$ cat config.mk
export PLATFORM = sky130hd
export DESIGN_NAME = ex_stage_flat
export DESIGN_NICKNAME = d
export VERILOG_FILES = /design/src/rtl/rv32i_pkg.sv /design/src/rtl/ex_stage_if.sv /design/src/rtl/rv32_alu.sv /design/src/rtl/ex_stage.sv /design/src/flat_wrapper.sv
export SDC_FILE = /design/constraint.sdc
export NUM_CORES = 1
export LEC_CHECK = 0
export CAP_MARGIN = 40
export CORE_ASPECT_RATIO = 1.75
export CORE_UTILIZATION = 34
export DETAILED_ROUTE_END_ITERATION = 10
export DONT_BUFFER_PORTS = 1
export HOLD_SLACK_MARGIN = 0.15
export PLACE_DENSITY_LB_ADDON = 0.25
export REMOVE_ABC_BUFFERS = 1
export SLEW_MARGIN = 10
export SYNTH_ARGS = -nofsm -noshare
export SYNTH_HDL_FRONTEND = slang
export SYNTH_SLANG_ARGS = --single-unit
$ cat constraint.sdc
create_clock -name clk -period 11.8 [get_ports clk]
set_input_delay 2.36 -clock clk [delete_from_list [all_inputs] [get_ports clk]]
set_output_delay 2.36 -clock clk [all_outputs]
set_load 0.005 [all_outputs]
$ cat src/rtl/rv32i_pkg.sv
// Shared RV32I definitions: opcodes, funct3 codes, ALU operations, the
// redirect-suppression state type and small decode helpers.
package rv32i_pkg;

  localparam logic [6:0] OP     = 7'b0110011;
  localparam logic [6:0] OP_IMM = 7'b0010011;
  localparam logic [6:0] LUI    = 7'b0110111;
  localparam logic [6:0] AUIPC  = 7'b0010111;
  localparam logic [6:0] JAL    = 7'b1101111;
  localparam logic [6:0] JALR   = 7'b1100111;
  localparam logic [6:0] BRANCH = 7'b1100011;
  localparam logic [6:0] LOAD   = 7'b0000011;
  localparam logic [6:0] STORE  = 7'b0100011;

  localparam logic [2:0] F3_BEQ  = 3'b000;
  localparam logic [2:0] F3_BNE  = 3'b001;
  localparam logic [2:0] F3_BLT  = 3'b100;
  localparam logic [2:0] F3_BGE  = 3'b101;
  localparam logic [2:0] F3_BLTU = 3'b110;
  localparam logic [2:0] F3_BGEU = 3'b111;

  localparam logic [2:0] F3_ADD  = 3'b000;
  localparam logic [2:0] F3_SLL  = 3'b001;
  localparam logic [2:0] F3_SLT  = 3'b010;
  localparam logic [2:0] F3_SLTU = 3'b011;
  localparam logic [2:0] F3_XOR  = 3'b100;
  localparam logic [2:0] F3_SR   = 3'b101;
  localparam logic [2:0] F3_OR   = 3'b110;
  localparam logic [2:0] F3_AND  = 3'b111;

  typedef enum logic [3:0] {
    ALU_ADD, ALU_SUB, ALU_SLL, ALU_SLT, ALU_SLTU,
    ALU_XOR, ALU_SRL, ALU_SRA, ALU_OR,  ALU_AND
  } alu_op_t;

  typedef enum logic {
    SENT_IDLE = 1'b0,
    SENT_SENT = 1'b1
  } sent_state_t;

  // A write to x0 never produces a forwardable value.
  function automatic logic fwd_hit(input logic en, input logic [4:0] rd,
                                   input logic [4:0] rs);
    return en && (rd != 5'd0) && (rd == rs);
  endfunction

  function automatic alu_op_t alu_op_decode(input logic [2:0] f3,
                                            input logic alt_sub,
                                            input logic alt_sra);
    alu_op_t op;
    op = ALU_ADD;
    case (f3)
      F3_ADD:  op = alt_sub ? ALU_SUB : ALU_ADD;
      F3_SLL:  op = ALU_SLL;
      F3_SLT:  op = ALU_SLT;
      F3_SLTU: op = ALU_SLTU;
      F3_XOR:  op = ALU_XOR;
      F3_SR:   op = alt_sra ? ALU_SRA : ALU_SRL;
      F3_OR:   op = ALU_OR;
      F3_AND:  op = ALU_AND;
      default: op = ALU_ADD;
    endcase
    return op;
  endfunction

endpackage

$ cat src/rtl/ex_stage_if.sv
// E-stage inputs, forwarding sources and E/M register outputs of ex_stage.
// Inputs are sampled every cycle; the E/M outputs advance only on edges with hold=0.
interface ex_stage_if #(
  parameter int XLEN = 32
);
  import rv32i_pkg::*;

  logic [XLEN-1:0] PC_E;
  logic [XLEN-1:0] rs1_E;
  logic [XLEN-1:0] rs2_E;
  logic [XLEN-1:0] Imm_E;
  logic [31:0]     IR_E;
  logic            valid_E;
  logic            hold;

  logic            fwd_M_en;
  logic [4:0]      fwd_M_rd;
  logic [XLEN-1:0] fwd_M_data;
  logic            fwd_W_en;
  logic [4:0]      fwd_W_rd;
  logic [XLEN-1:0] fwd_W_data;

  logic [XLEN-1:0] ALU_M;
  logic [XLEN-1:0] rs2_M;
  logic [31:0]     IR_M;
  logic [XLEN-1:0] PC_M;
  logic            valid_M;
  logic            br_taken;
  logic [XLEN-1:0] br_target;
  sent_state_t     sent_state;

  modport master (
    output PC_E, rs1_E, rs2_E, Imm_E, IR_E, valid_E, hold,
    output fwd_M_en, fwd_M_rd, fwd_M_data, fwd_W_en, fwd_W_rd, fwd_W_data,
    input  ALU_M, rs2_M, IR_M, PC_M, valid_M, br_taken, br_target, sent_state
  );

  modport slave (
    input  PC_E, rs1_E, rs2_E, Imm_E, IR_E, valid_E, hold,
    input  fwd_M_en, fwd_M_rd, fwd_M_data, fwd_W_en, fwd_W_rd, fwd_W_data,
    output ALU_M, rs2_M, IR_M, PC_M, valid_M, br_taken, br_target, sent_state
  );

endinterface

$ cat src/rtl/rv32_alu.sv
// Combinational RV32I integer ALU; shifts use b[4:0] as the amount.
module rv32_alu
  import rv32i_pkg::*;
#(
  parameter int XLEN = 32
) (
  input  logic [XLEN-1:0] a,
  input  logic [XLEN-1:0] b,
  input  alu_op_t         op,
  output logic [XLEN-1:0] result
);

  logic [4:0] shamt;
  assign shamt = b[4:0];

  always_comb begin
    result = '0;
    case (op)
      ALU_ADD:  result = a + b;
      ALU_SUB:  result = a - b;
      ALU_SLL:  result = a << shamt;
      ALU_SLT:  result = {{(XLEN-1){1'b0}}, ($signed(a) < $signed(b))};
      ALU_SLTU: result = {{(XLEN-1){1'b0}}, (a < b)};
      ALU_XOR:  result = a ^ b;
      ALU_SRL:  result = a >> shamt;
      ALU_SRA:  result = $unsigned($signed(a) >>> shamt);
      ALU_OR:   result = a | b;
      ALU_AND:  result = a & b;
      default:  result = '0;
    endcase
  end

endmodule

$ cat src/rtl/ex_stage.sv
// RV32I execute stage: operand forwarding, ALU/address/link result, branch
// resolution with one-shot redirect, and the E/M pipeline register.
module ex_stage
  import rv32i_pkg::*;
#(
  parameter int XLEN = 32
) (
  input  logic     clk,
  input  logic     rst,
  ex_stage_if.slave bus
);

  logic [6:0] opcode;
  logic [2:0] funct3;
  logic       alt;
  logic [4:0] rs1_idx;
  logic [4:0] rs2_idx;

  assign opcode  = bus.IR_E[6:0];
  assign funct3  = bus.IR_E[14:12];
  assign alt     = bus.IR_E[30];
  assign rs1_idx = bus.IR_E[19:15];
  assign rs2_idx = bus.IR_E[24:20];

  // M is the younger producer, so it wins over W on the same register.
  logic [XLEN-1:0] rs1_fwd;
  logic [XLEN-1:0] rs2_fwd;

  always_comb begin
    rs1_fwd = bus.rs1_E;
    if (fwd_hit(bus.fwd_M_en, bus.fwd_M_rd, rs1_idx))      rs1_fwd = bus.fwd_M_data;
    else if (fwd_hit(bus.fwd_W_en, bus.fwd_W_rd, rs1_idx)) rs1_fwd = bus.fwd_W_data;
  end

  always_comb begin
    rs2_fwd = bus.rs2_E;
    if (fwd_hit(bus.fwd_M_en, bus.fwd_M_rd, rs2_idx))      rs2_fwd = bus.fwd_M_data;
    else if (fwd_hit(bus.fwd_W_en, bus.fwd_W_rd, rs2_idx)) rs2_fwd = bus.fwd_W_data;
  end

  logic [XLEN-1:0] alu_a;
  logic [XLEN-1:0] alu_b;
  alu_op_t         alu_op;
  logic            res_zero;
  logic [XLEN-1:0] alu_result;
  logic [XLEN-1:0] result_e;

  always_comb begin
    alu_a    = rs1_fwd;
    alu_b    = rs2_fwd;
    alu_op   = ALU_ADD;
    res_zero = 1'b0;
    case (opcode)
      OP:     alu_op = alu_op_decode(funct3, alt, alt);
      OP_IMM: begin
        alu_b  = bus.Imm_E;
        alu_op = alu_op_decode(funct3, 1'b0, alt);
      end
      LUI: begin
        alu_a = '0;
        alu_b = bus.Imm_E;
      end
      AUIPC: begin
        alu_a = bus.PC_E;
        alu_b = bus.Imm_E;
      end
      LOAD, STORE: alu_b = bus.Imm_E;
      JAL, JALR: begin
        alu_a = bus.PC_E;
        alu_b = XLEN'(4);
      end
      default: res_zero = 1'b1;
    endcase
  end

  rv32_alu #(.XLEN(XLEN)) u_alu (
    .a      (alu_a),
    .b      (alu_b),
    .op     (alu_op),
    .result (alu_result)
  );

  assign result_e = res_zero ? '0 : alu_result;

  logic            br_cond;
  logic            ctrl_xfer;
  logic [XLEN-1:0] jalr_sum;
  logic [XLEN-1:0] br_target_c;

  assign jalr_sum = rs1_fwd + bus.Imm_E;

  always_comb begin
    br_cond = 1'b0;
    case (funct3)
      F3_BEQ:  br_cond = (rs1_fwd == rs2_fwd);
      F3_BNE:  br_cond = (rs1_fwd != rs2_fwd);
      F3_BLT:  br_cond = ($signed(rs1_fwd) <  $signed(rs2_fwd));
      F3_BGE:  br_cond = ($signed(rs1_fwd) >= $signed(rs2_fwd));
      F3_BLTU: br_cond = (rs1_fwd <  rs2_fwd);
      F3_BGEU: br_cond = (rs1_fwd >= rs2_fwd);
      default: br_cond = 1'b0;
    endcase
  end

  always_comb begin
    br_target_c = '0;
    case (opcode)
      BRANCH, JAL: br_target_c = bus.PC_E + bus.Imm_E;
      JALR:        br_target_c = {jalr_sum[XLEN-1:1], 1'b0};
      default:     br_target_c = '0;
    endcase
  end

  assign ctrl_xfer = (opcode == JAL) || (opcode == JALR) ||
                     ((opcode == BRANCH) && br_cond);

  // Once a redirect has been seen under hold, stay quiet until E advances.
  sent_state_t state_q;
  sent_state_t state_d;
  logic        br_taken_c;

  assign br_taken_c = bus.valid_E && ctrl_xfer && (state_q == SENT_IDLE) && !rst;

  always_comb begin
    state_d = state_q;
    case (state_q)
      SENT_IDLE: if (br_taken_c && bus.hold) state_d = SENT_SENT;
      SENT_SENT: if (!bus.hold)              state_d = SENT_IDLE;
      default:                               state_d = SENT_IDLE;
    endcase
  end

  always_ff @(posedge clk or posedge rst) begin
    if (rst) state_q <= SENT_IDLE;
    else     state_q <= state_d;
  end

  logic [XLEN-1:0] alu_m_q, alu_m_d;
  logic [XLEN-1:0] rs2_m_q, rs2_m_d;
  logic [31:0]     ir_m_q,  ir_m_d;
  logic [XLEN-1:0] pc_m_q,  pc_m_d;
  logic            valid_m_q, valid_m_d;

  always_comb begin
    alu_m_d   = alu_m_q;
    rs2_m_d   = rs2_m_q;
    ir_m_d    = ir_m_q;
    pc_m_d    = pc_m_q;
    valid_m_d = valid_m_q;
    if (!bus.hold) begin
      if (bus.valid_E) begin
        alu_m_d   = result_e;
        rs2_m_d   = rs2_fwd;
        ir_m_d    = bus.IR_E;
        pc_m_d    = bus.PC_E;
        valid_m_d = 1'b1;
      end else begin
        alu_m_d   = '0;
        rs2_m_d   = '0;
        ir_m_d    = '0;
        pc_m_d    = '0;
        valid_m_d = 1'b0;
      end
    end
  end

  always_ff @(posedge clk or posedge rst) begin
    if (rst) begin
      alu_m_q   <= '0;
      rs2_m_q   <= '0;
      ir_m_q    <= '0;
      pc_m_q    <= '0;
      valid_m_q <= 1'b0;
    end else begin
      alu_m_q   <= alu_m_d;
      rs2_m_q   <= rs2_m_d;
      ir_m_q    <= ir_m_d;
      pc_m_q    <= pc_m_d;
      valid_m_q <= valid_m_d;
    end
  end

  assign bus.ALU_M      = alu_m_q;
  assign bus.rs2_M      = rs2_m_q;
  assign bus.IR_M       = ir_m_q;
  assign bus.PC_M       = pc_m_q;
  assign bus.valid_M    = valid_m_q;
  assign bus.br_taken   = br_taken_c;
  assign bus.br_target  = br_target_c;
  assign bus.sent_state = state_q;

endmodule

$ cat src/flat_wrapper.sv
// flat-port wrapper written by rule: the top's interface ports become plain ports
module ex_stage_flat import rv32i_pkg::*;
#(
  parameter int XLEN = 32
)
  (clk, rst, bus_PC_E, bus_rs1_E, bus_rs2_E, bus_Imm_E, bus_IR_E, bus_valid_E, bus_hold, bus_fwd_M_en, bus_fwd_M_rd, bus_fwd_M_data, bus_fwd_W_en, bus_fwd_W_rd, bus_fwd_W_data, bus_ALU_M, bus_rs2_M, bus_IR_M, bus_PC_M, bus_valid_M, bus_br_taken, bus_br_target, bus_sent_state);
  ex_stage_if #(.XLEN(XLEN)) bus_i ();
  input  logic clk;
  input  logic rst;
  input wire logic [$bits(bus_i.PC_E)-1:0] bus_PC_E;
  input wire logic [$bits(bus_i.rs1_E)-1:0] bus_rs1_E;
  input wire logic [$bits(bus_i.rs2_E)-1:0] bus_rs2_E;
  input wire logic [$bits(bus_i.Imm_E)-1:0] bus_Imm_E;
  input wire logic [$bits(bus_i.IR_E)-1:0] bus_IR_E;
  input wire logic [$bits(bus_i.valid_E)-1:0] bus_valid_E;
  input wire logic [$bits(bus_i.hold)-1:0] bus_hold;
  input wire logic [$bits(bus_i.fwd_M_en)-1:0] bus_fwd_M_en;
  input wire logic [$bits(bus_i.fwd_M_rd)-1:0] bus_fwd_M_rd;
  input wire logic [$bits(bus_i.fwd_M_data)-1:0] bus_fwd_M_data;
  input wire logic [$bits(bus_i.fwd_W_en)-1:0] bus_fwd_W_en;
  input wire logic [$bits(bus_i.fwd_W_rd)-1:0] bus_fwd_W_rd;
  input wire logic [$bits(bus_i.fwd_W_data)-1:0] bus_fwd_W_data;
  output wire logic [$bits(bus_i.ALU_M)-1:0] bus_ALU_M;
  output wire logic [$bits(bus_i.rs2_M)-1:0] bus_rs2_M;
  output wire logic [$bits(bus_i.IR_M)-1:0] bus_IR_M;
  output wire logic [$bits(bus_i.PC_M)-1:0] bus_PC_M;
  output wire logic [$bits(bus_i.valid_M)-1:0] bus_valid_M;
  output wire logic [$bits(bus_i.br_taken)-1:0] bus_br_taken;
  output wire logic [$bits(bus_i.br_target)-1:0] bus_br_target;
  output wire logic [$bits(bus_i.sent_state)-1:0] bus_sent_state;
  assign bus_i.PC_E = bus_PC_E;
  assign bus_i.rs1_E = bus_rs1_E;
  assign bus_i.rs2_E = bus_rs2_E;
  assign bus_i.Imm_E = bus_Imm_E;
  assign bus_i.IR_E = bus_IR_E;
  assign bus_i.valid_E = bus_valid_E;
  assign bus_i.hold = bus_hold;
  assign bus_i.fwd_M_en = bus_fwd_M_en;
  assign bus_i.fwd_M_rd = bus_fwd_M_rd;
  assign bus_i.fwd_M_data = bus_fwd_M_data;
  assign bus_i.fwd_W_en = bus_fwd_W_en;
  assign bus_i.fwd_W_rd = bus_fwd_W_rd;
  assign bus_i.fwd_W_data = bus_fwd_W_data;
  assign bus_ALU_M = bus_i.ALU_M;
  assign bus_rs2_M = bus_i.rs2_M;
  assign bus_IR_M = bus_i.IR_M;
  assign bus_PC_M = bus_i.PC_M;
  assign bus_valid_M = bus_i.valid_M;
  assign bus_br_taken = bus_i.br_taken;
  assign bus_br_target = bus_i.br_target;
  assign bus_sent_state = bus_i.sent_state;
  ex_stage #(.XLEN(XLEN)) u_core (.clk(clk), .rst(rst), .bus(bus_i));
endmodule
# After elaboration in Yosys (flattened, before gate mapping)
# Cells that the tools add are included.
dict set report op_classes {
  shifts 3
  bitwise_logic 4
  eq_ne 31
  add_sub_neg 4
  reduce_logical 23
  n_mux 23
  magnitude_cmp 6
}
# op n
set ops {}
lappend ops {{32-bit one-hot mux with 10 select lines} 1}
lappend ops {{32-bit 2-to-1 mux} 9}
lappend ops {{32-bit one-hot mux with 2 select lines} 3}
lappend ops {{32-bit less-than comparator} 4}
lappend ops {{32-bit adder} 3}
lappend ops {{32-bit greater-or-equal comparator} 2}
lappend ops {{4-bit one-hot mux with 8 select lines} 2}
lappend ops {{32-bit bitwise AND} 1}
lappend ops {{32-bit == test} 1}
lappend ops {{32-bit != test} 1}
lappend ops {{32-bit bitwise OR} 1}
lappend ops {{32-bit by 5-bit << shifter with 32-bit output} 1}
lappend ops {{32-bit by 5-bit right shift with 32-bit output} 1}
lappend ops {{32-bit by 5-bit >>> shifter with 32-bit output} 1}
lappend ops {{32-bit subtractor} 1}
lappend ops {{32-bit bitwise XOR} 1}
lappend ops {{7-bit by 6-bit == test with 1-bit output (second input constant)} 3}
lappend ops {{7-bit == test (second input constant)} 3}
lappend ops {{5-bit == test} 4}
lappend ops {{4-bit by 3-bit == test with 1-bit output (second input constant)} 4}
lappend ops {{7-bit by 5-bit == test with 1-bit output (second input constant)} 2}
lappend ops {{3-bit == test (second input constant)} 4}
lappend ops {{1-bit logical AND} 11}
lappend ops {{5-bit nonzero test} 2}
lappend ops {{19 further kinds} 28}
dict set report word_totals {
  register_bits 130
  out_inout_bits 163
  in_bits 240
}

# Logic depth before layout (Yosys ltp)
# Gate-level depths: netlist of the first run.
dict set report logic_depth {
  depth_word 15
  depth_mapped 23
  ltp_nobuf 20
}

# Cells and area by module
# Synthesis of the first run repeated with hierarchy kept, for this count alone.
dict set report unflattened {
  hier_cells 2702
  area_unflattened_um2 19891.6
}
# module cells_each seq_area_each_um2 instances area_per_inst_um2
set by_module_without_submodules {}
lappend by_module_without_submodules {ex_stage 1415 3253.1 1 11827.6}
lappend by_module_without_submodules {rv32_alu 1287 0.0 1 8064.0}

# Worst setup path after synthesis of the first run
# OpenSTA, ideal clock, no wires.
dict set report synth_timing {
  kind {input to output}
  start {input bus_fwd_W_rd[2]}
  end {output bus_br_taken}
  n_path_buf 2
  setup_slack_ns 3.291
  arrival_time_ns 6.149
  cell_stages 17
  path_cell_list {xor2_1 -> nor4_4 -> buf_4 -> buf_1 -> mux2i_1 -> o21ai_0 -> inv_1 -> ha_1 -> nand4_1 -> nor4_1 -> nand3_1 -> nor4b_1 -> nor2_1 -> o21bai_1 -> nand4_1 -> o21ai_0 -> and4b_1}
}
dict set report synth_via {
  elab_chain_cells 12
  word_cells_on_any_way 22
  cone_classes {order compare: 4; eq/ne: 4; mux: 5; reduce/logical: 9}
}
# item line_no
set synth_lines {}
lappend synth_lines {{from (decl)} flat_wrapper.sv:21} ;# input wire logic [$bits(bus_i.fwd_W_rd)-1:0] bus_fwd_W_rd;
lappend synth_lines {{5-bit nonzero test} rv32i_pkg.sv:44} ;# return en && (rd != 5'd0) && (rd == rs);
lappend synth_lines {{1-bit logical AND (2 in a row)} rv32i_pkg.sv:44}
lappend synth_lines {{32-bit 2-to-1 mux, on equally long branches} {ex_stage.sv:32, ex_stage.sv:38}}
lappend synth_lines {{32-bit 2-to-1 mux, on equally long branches} {ex_stage.sv:31, ex_stage.sv:37}}
lappend synth_lines {{32-bit greater-or-equal comparator (tied with other cells)} ex_stage.sv:100} ;# F3_BGEU: br_cond = (rs1_fwd >= rs2_fwd);
lappend synth_lines {{1-bit one-hot mux with 6 select lines *} ex_stage.sv:94} ;# case (funct3)
lappend synth_lines {{1-bit logical AND *} ex_stage.sv:115} ;# ((opcode == BRANCH) && br_cond);
lappend synth_lines {{1-bit logical OR *} ex_stage.sv:114} ;# assign ctrl_xfer = (opcode == JAL) || (opcode == JALR) ||
lappend synth_lines {{1-bit logical AND * (3 in a row)} ex_stage.sv:122} ;# assign br_taken_c = bus.valid_E && ctrl_xfer && (state_q == SENT_IDLE) && !rst;
lappend synth_lines {{to (decl)} flat_wrapper.sv:28} ;# output wire logic [$bits(bus_i.br_taken)-1:0] bus_br_taken;
# Mark *: on every way between the ends. The rest lies on a longest branch, timed or not.

# Final worst setup path of the first run
dict set report layout_timing {
  start {input bus_fwd_W_rd[3]}
  end {output bus_br_taken}
}
# Same word-level chain as after synthesis.

==> metrics.txt, run 1 <==
Final Hold Viols 0; FP Rows 117; DP HPWL 90700 um; Clock Latency Late Sink 0.49 ns; Hold Path Class register to register; total wire length 115000 um; area share of the largest cell type after synthesis 0.163; Vias/cell 6.82; Final Net Count 3005; largest net degree at the start of global routing 147; Final ANT Viol Nets 0; Cell Pwr Density 104 nW/um^2; Core ar. 58000 um^2; # port buffers 0; worst path arrival time 7.84 ns; Leak 0.00908 uW; area delta synth->final 6.94%; WP data required 9.44 ns; router iterations before antenna repair 6; TritonCTS Buffers 17; cts repair resizes 0; Util after Layout 0.367; critical path type input port to output port; Synth area leader dfrtp_1; Worst setup SP type input port; clock buffer depth 2; final slew viol count 0; final instance area 21300 um^2; VDD IR max 0.117 mV; first-pass GRT wire length 161000 um; Post-CTS Setup Bufs 0; Final period util 0.865; Total GRT Usage 0.378; Root Driver clkbuf_16; status completed; CTS tree yes; worst-margin pin slew 0.992 ns; synth unique cells 93; Max H-tree Level 4; initial antenna violation count 13; clock-pin slew on the worst setup and hold paths 0.08 ns; Hold Buf Count CTS 0; Slew HR 0.339; commonest non-fill, non-tap cell in the layout nand2_1; initial drt markers 2519; Die Width 185 um; vias in the first global route 22.7k; ys flop type dfrtp_1; layout cells sized above 1 0.0642; flop and latch count out of synthesis 130; Die Height 322 um; Vias 23.0k; final global-route overflow total 0; DRC errors left 0; wire per inst 34.1 um; syn avg cell area 7.45 um^2; placed cell area 20700 um^2; synth top area cells dfrtp_1, ha_1, mux2i_1; Initial Util 0.344; sequential share of the synthesized area 0.163; fmax 98.0 MHz; Synth Instances 2673; RSZ-0062 raised after global routing no; Worst Setup End Kind output port; Clock Sinks 130; final setup fails 0; Post-synth EDFFs 0; Mapped Area 19900 um^2; CP Max Fanout 19; Async SR Flop Fraction 1.00; # IOs 403; placed cells 3324; Post-Layout Cell Count 3374; TNS Setup 0 ns; RePlAce Congestion 1.01; Layout Skew 0 ns; die area 59600 um^2; commonest non-fill, non-tap cells in the layout nand2_1, nor2_1, o21ai_0; min cycle time layout 10.20 ns; Max Cap Viol 0; Yosys Warn Count 0
[path summary, 6_finish.rpt]
path / start / to / slack (ns) / cells past startpoint
setup / recovery: bus_fwd_W_rd[3] / bus_br_taken / 1.60 / 15
setup reg to reg: u_core.bus.ALU_M[21] / u_core.bus.ALU_M[21] / 9.57 / 8
max in group asynchronous: rst / u_core.bus.rs2_M[27] / 8.62 / 3
min in group asynchronous: rst / u_core.bus.ALU_M[3] / 1.69 / 1
hold / removal: u_core.bus.IR_M[13] / u_core.bus.IR_M[13] / 0.53 / 2
hold reg to reg: u_core.bus.IR_M[13] / u_core.bus.IR_M[13] / 0.53 / 2
[metrics by stage]
stage	total power, uW	hold slack [ns]	setup slack [ns]
floorplan	1230	0.471	1.29
global placement	1580	0.500	1.27
detailed placement	1590	0.506	1.70
CTS	2170	0.527	1.66
global route	2300	0.540	1.47
finish	2210	0.527	1.60
[state kept, by name, indices dropped and copies added, names as in the netlist]
name / flops
u_core.bus.IR_M: 32
u_core.bus.ALU_M: 32
u_core.bus.sent_state: 1
u_core.bus.rs2_M: 32
u_core.bus.PC_M: 32
u_core.bus.valid_M: 1
[cell families (layout without fill, tap and decap cells)]
kind of cell | after synthesis | in the layout | share of synthesized area
muxes | 146 | 146 | 0.0749
DFF | 130 | 130 | 0.163
xor gates and xnor gates | 87 | 87 | 0.0383
other | 0 | 16 | 0
buffers and inverters | 324 | 236 | 0.0655
AOI/OAI and AO/OA | 1029 | 1029 | 0.355
and+or+nand+nor | 764 | 764 | 0.180
adders and majority gates | 193 | 193 | 0.123
[cells in the mapped netlist, drive strengths merged, types with 11 or more instances]
library cell and n:
nor2 228, nand2 227, o21ai 214, ha 189
a21oi 159, inv 135, mux2i 132, dfrtp 130
clkbuf 128, a22o 125, nor3 87, o22ai 75
a31oi 62, buf 60, a21o 55, nand4 54
xnor2 54, o31ai 47, a211oi 42, nand3 39
xor2 33, a221oi 30, o211ai 30, a22oi 29
nand2b 22, nor2b 19, o21bai 19, or3 17
o221ai 16, mux2 14, o21a 13, or2 13
a32oi 12, nor4 12, a221o 11, a41oi 11
[layer usage]
metal | track usage | vias up | part of all wire
li1 | - | 9956 | -
met5 | 0 | - | 0
met3 | 0.0852 | 466 | 0.085
met2 | 0.646 | 1538 | 0.48
met1 | 0.384 | 11000 | 0.33
met4 | 0.335 | 0 | 0.10
[cell type report]
cell class,instances,area (um^2)
fillers,6237,36700
diodes,16,40.0
multi-input cells,2219,15400
clock buffers,19,453
clock inverters,13,140
inverters,136,515
repair buffers,68,493
well taps,773,967
flip-flops and latches,130,3250
[worst max-delay path, cell delays in order]
cell,delay [ns]
xnor2_1,0.28
and4_1,0.91
buf_4,0.37
nand4_1,0.12
a31oi_1,0.37
ha_1,0.34
nand4_1,0.20
nor4_1,0.72
nand3_1,0.28
nor4b_2,0.84
nor2_1,0.14
o21bai_1,0.17
nand4_1,0.13
o21ai_0,0.30
and4b_1,0.28
[where the power goes]
group	internal (uW)	leakage [uW]	switching (uW)
combinational	381	0.00706	735
sequential	474	0.00172	31.9
clock	310	0.000293	278
Power figures use the tool's default switching activity.
==> inputs of run 2 (changes only) <==
Settings changed: ABC_AREA from default to 1.
==> metrics.txt, run 2 <==
status completed; final setup fails 0; fmax 108 MHz; Worst setup SP type input port; # IOs 403; Vias/cell 5.86; FP Rows 119; TNS Setup 0 ns; Worst Setup End Kind output port; synth top area cells nand2_1, dfrtp_1, ha_1; Die Height 328 um; syn avg cell area 6.07 um^2; delay-heaviest family, CP compound AO/OA/AOI/OAI gates; WP data required 9.44 ns; Async SR Flop Fraction 1.00; area delta synth->final 5.63%; first-pass GRT wire length 148000 um; dominant cell by count in the synthesized netlist nand2_1; Cell Chain, Critical Path xnor2_1 > nand2_1 > nor2_1 > nand3_4 > inv_1 > nand2_1 > nand2_1 > inv_2 > nand2_1 > fa_1 > inv_1 > a31oi_1 > inv_1 > nand3_1 > o2111ai_1 > a31oi_1 > o21ai_0 > a21boi_0 > o21ai_0 > a21oi_1 > o21ai_0 > o21ai_0; slowest cell on the critical path a21boi_0; R2R Setup Slk 10.90 ns; top post-synthesis cells by count nand2_1, nand3_1, inv_1; CTS tree yes; layout cells sized above 1 0.0797; final slew viol count 0; Final ANT Viol Nets 0; final global-route overflow total 0; Cell Pwr Density 100 nW/um^2; clock buffer depth 2; CP Max Fanout 47; RePlAce Congestion 1.05; Core ar. 60200 um^2; cts repair resizes 0; ys flop type dfrtp_1; largest net degree at the start of global routing 132; die area 61800 um^2; pre-CTS WS 2.56 ns; Initial Util 0.343; Synth area leader nand2_1; Die Width 188 um; vias in the first global route 23.5k; Final WS setup 2.50 ns; Leak 0.0108 uW; Mapped Area 20700 um^2; Clk network pwr share 0.279; Yosys Warn Count 0; Sw Ratio 0.483; total wire length 101000 um; Post-CTS Setup Bufs 0; worst-margin pin slew 0.917 ns; Vias 24.1k; # port buffers 0; Root Driver clkbuf_16; critical path type input port to output port; initial antenna violation count 8; router iterations before antenna repair 8; Slew HR 0.387; VDD IR max 0.0965 mV; flop and latch count out of synthesis 130; commonest non-fill, non-tap cell in the layout nand2_1; Gate power share 0.492; wire per inst 24.7 um; DRC errors left 0; Final period util 0.788; TritonCTS Buffers 17; Worst Path Buf+Inv 4; Final Net Count 3732; Hold Buf Count CTS 0; clock-pin slew on the worst setup and hold paths 0.08 ns; Total GRT Usage 0.321; Clock Latency Late Sink 0.48 ns; worst path arrival time 6.94 ns; commonest non-fill, non-tap cells in the layout nand2_1, nand3_1, inv_1; Final Hold Viols 0; Max Cap Viol 0; sequential share of the synthesized area 0.157; initial drt markers 2218; synth unique cells 73; Largest stage delay, worst path 0.59 ns; Seq pwr share 0.229; final instance area 21800 um^2; switching power 1060 uW; Synth Instances 3401; Max H-tree Level 4; Cell Int Power 1130 uW; Post-synth EDFFs 0; DP HPWL 79700 um; placed cell area 21200 um^2; RSZ-0062 raised after global routing no; Layout Skew 0 ns; Hold Path Class register to register; Clock Sinks 130; area share of the largest cell type after synthesis 0.170; Final Power 2190 uW; min cycle time layout 9.30 ns
-- run 2: cell types whose count changed after synthesis, moves of 50 or more --
cell,before,now
a21o_1,55,5
a21oi_1,158,231
a22o_1,125,24
inv_1,129,320
mux2i_1,131,0
nand2_1,227,936
nand3_1,39,360
nor3_1,86,28
-- run 2: stage by stage --
stage               instances   util  hold slack (ns)
detailed placement       4064  0.352            0.492
global placement         4060  0.351            0.489
global route             4104  0.363            0.526
CTS                      4096  0.362            0.514
floorplan                3245      -            0.470
finish                   4108  0.363            0.514
-- run 2: worst paths after layout --
kind | startpoint | end | cells after the start
worst max-delay path | bus_IR_E[15] | bus_br_target[28] | 22
worst max register to register | u_core.bus.sent_state | u_core.bus.sent_state | 3
min in group asynchronous | rst | u_core.bus.IR_M[0] | 1
worst min-delay path | u_core.bus.PC_M[11] | u_core.bus.PC_M[11] | 2
max in group asynchronous | rst | u_core.bus.rs2_M[26] | 2
worst min register to register | u_core.bus.PC_M[11] | u_core.bus.PC_M[11] | 2
-- run 2: power by group through the flow --
stage / sequential, uW / combinational [uW] / clock (uW)
6_report: 502 / 1080 / 612
3_3_place_gp: 511 / 1040 / 0
4_1_cts: 503 / 1040 / 616
5_1_grt: 505 / 1180 / 626
3_5_place_dp: 511 / 1040 / 0
2_1_floorplan: 500 / 738 / 0
-- run 2: cell type report --
cell class / instances / area, um^2
fill: 6875 / 38300
multi-input combinational: 2753 / 15300
sequential: 130 / 3250
inverter: 362 / 1370
tap: 786 / 983
clock buffer: 18 / 439
timing repair buffer: 35 / 256
clock inverter: 14 / 184
antenna: 10 / 25.0
-- run 2: cells by family (layout without fill, tap and decap cells) --
group | after synthesis | count (layout) | share of synthesized area
AND/OR/NAND/NOR | 1700 | 1700 | 0.357
other | 0 | 10 | 0
XOR/XNOR | 49 | 49 | 0.0208
buffers and inverters | 518 | 429 | 0.103
flip-flops | 130 | 130 | 0.157
AO/OA/AOI/OAI | 811 | 811 | 0.243
adder cells (fa/ha/maj) | 193 | 193 | 0.118
-- run 2: worst reg2reg max path: stages, from the launching register on --
cell and delay (ns):
dfrtp_1 0.42, nor3_1 0.20, nand2_1 0.09, a21oi_1 0.12
-- run 2: routing by layer --
metal	GRT usage	part of all wire	vias to the layer above
li1	-	-	11300
met3	0.0573	0.073	329
met1	0.343	0.36	11200
met2	0.569	0.50	1198
met4	0.223	0.075	6
met5	0	0.00049	-
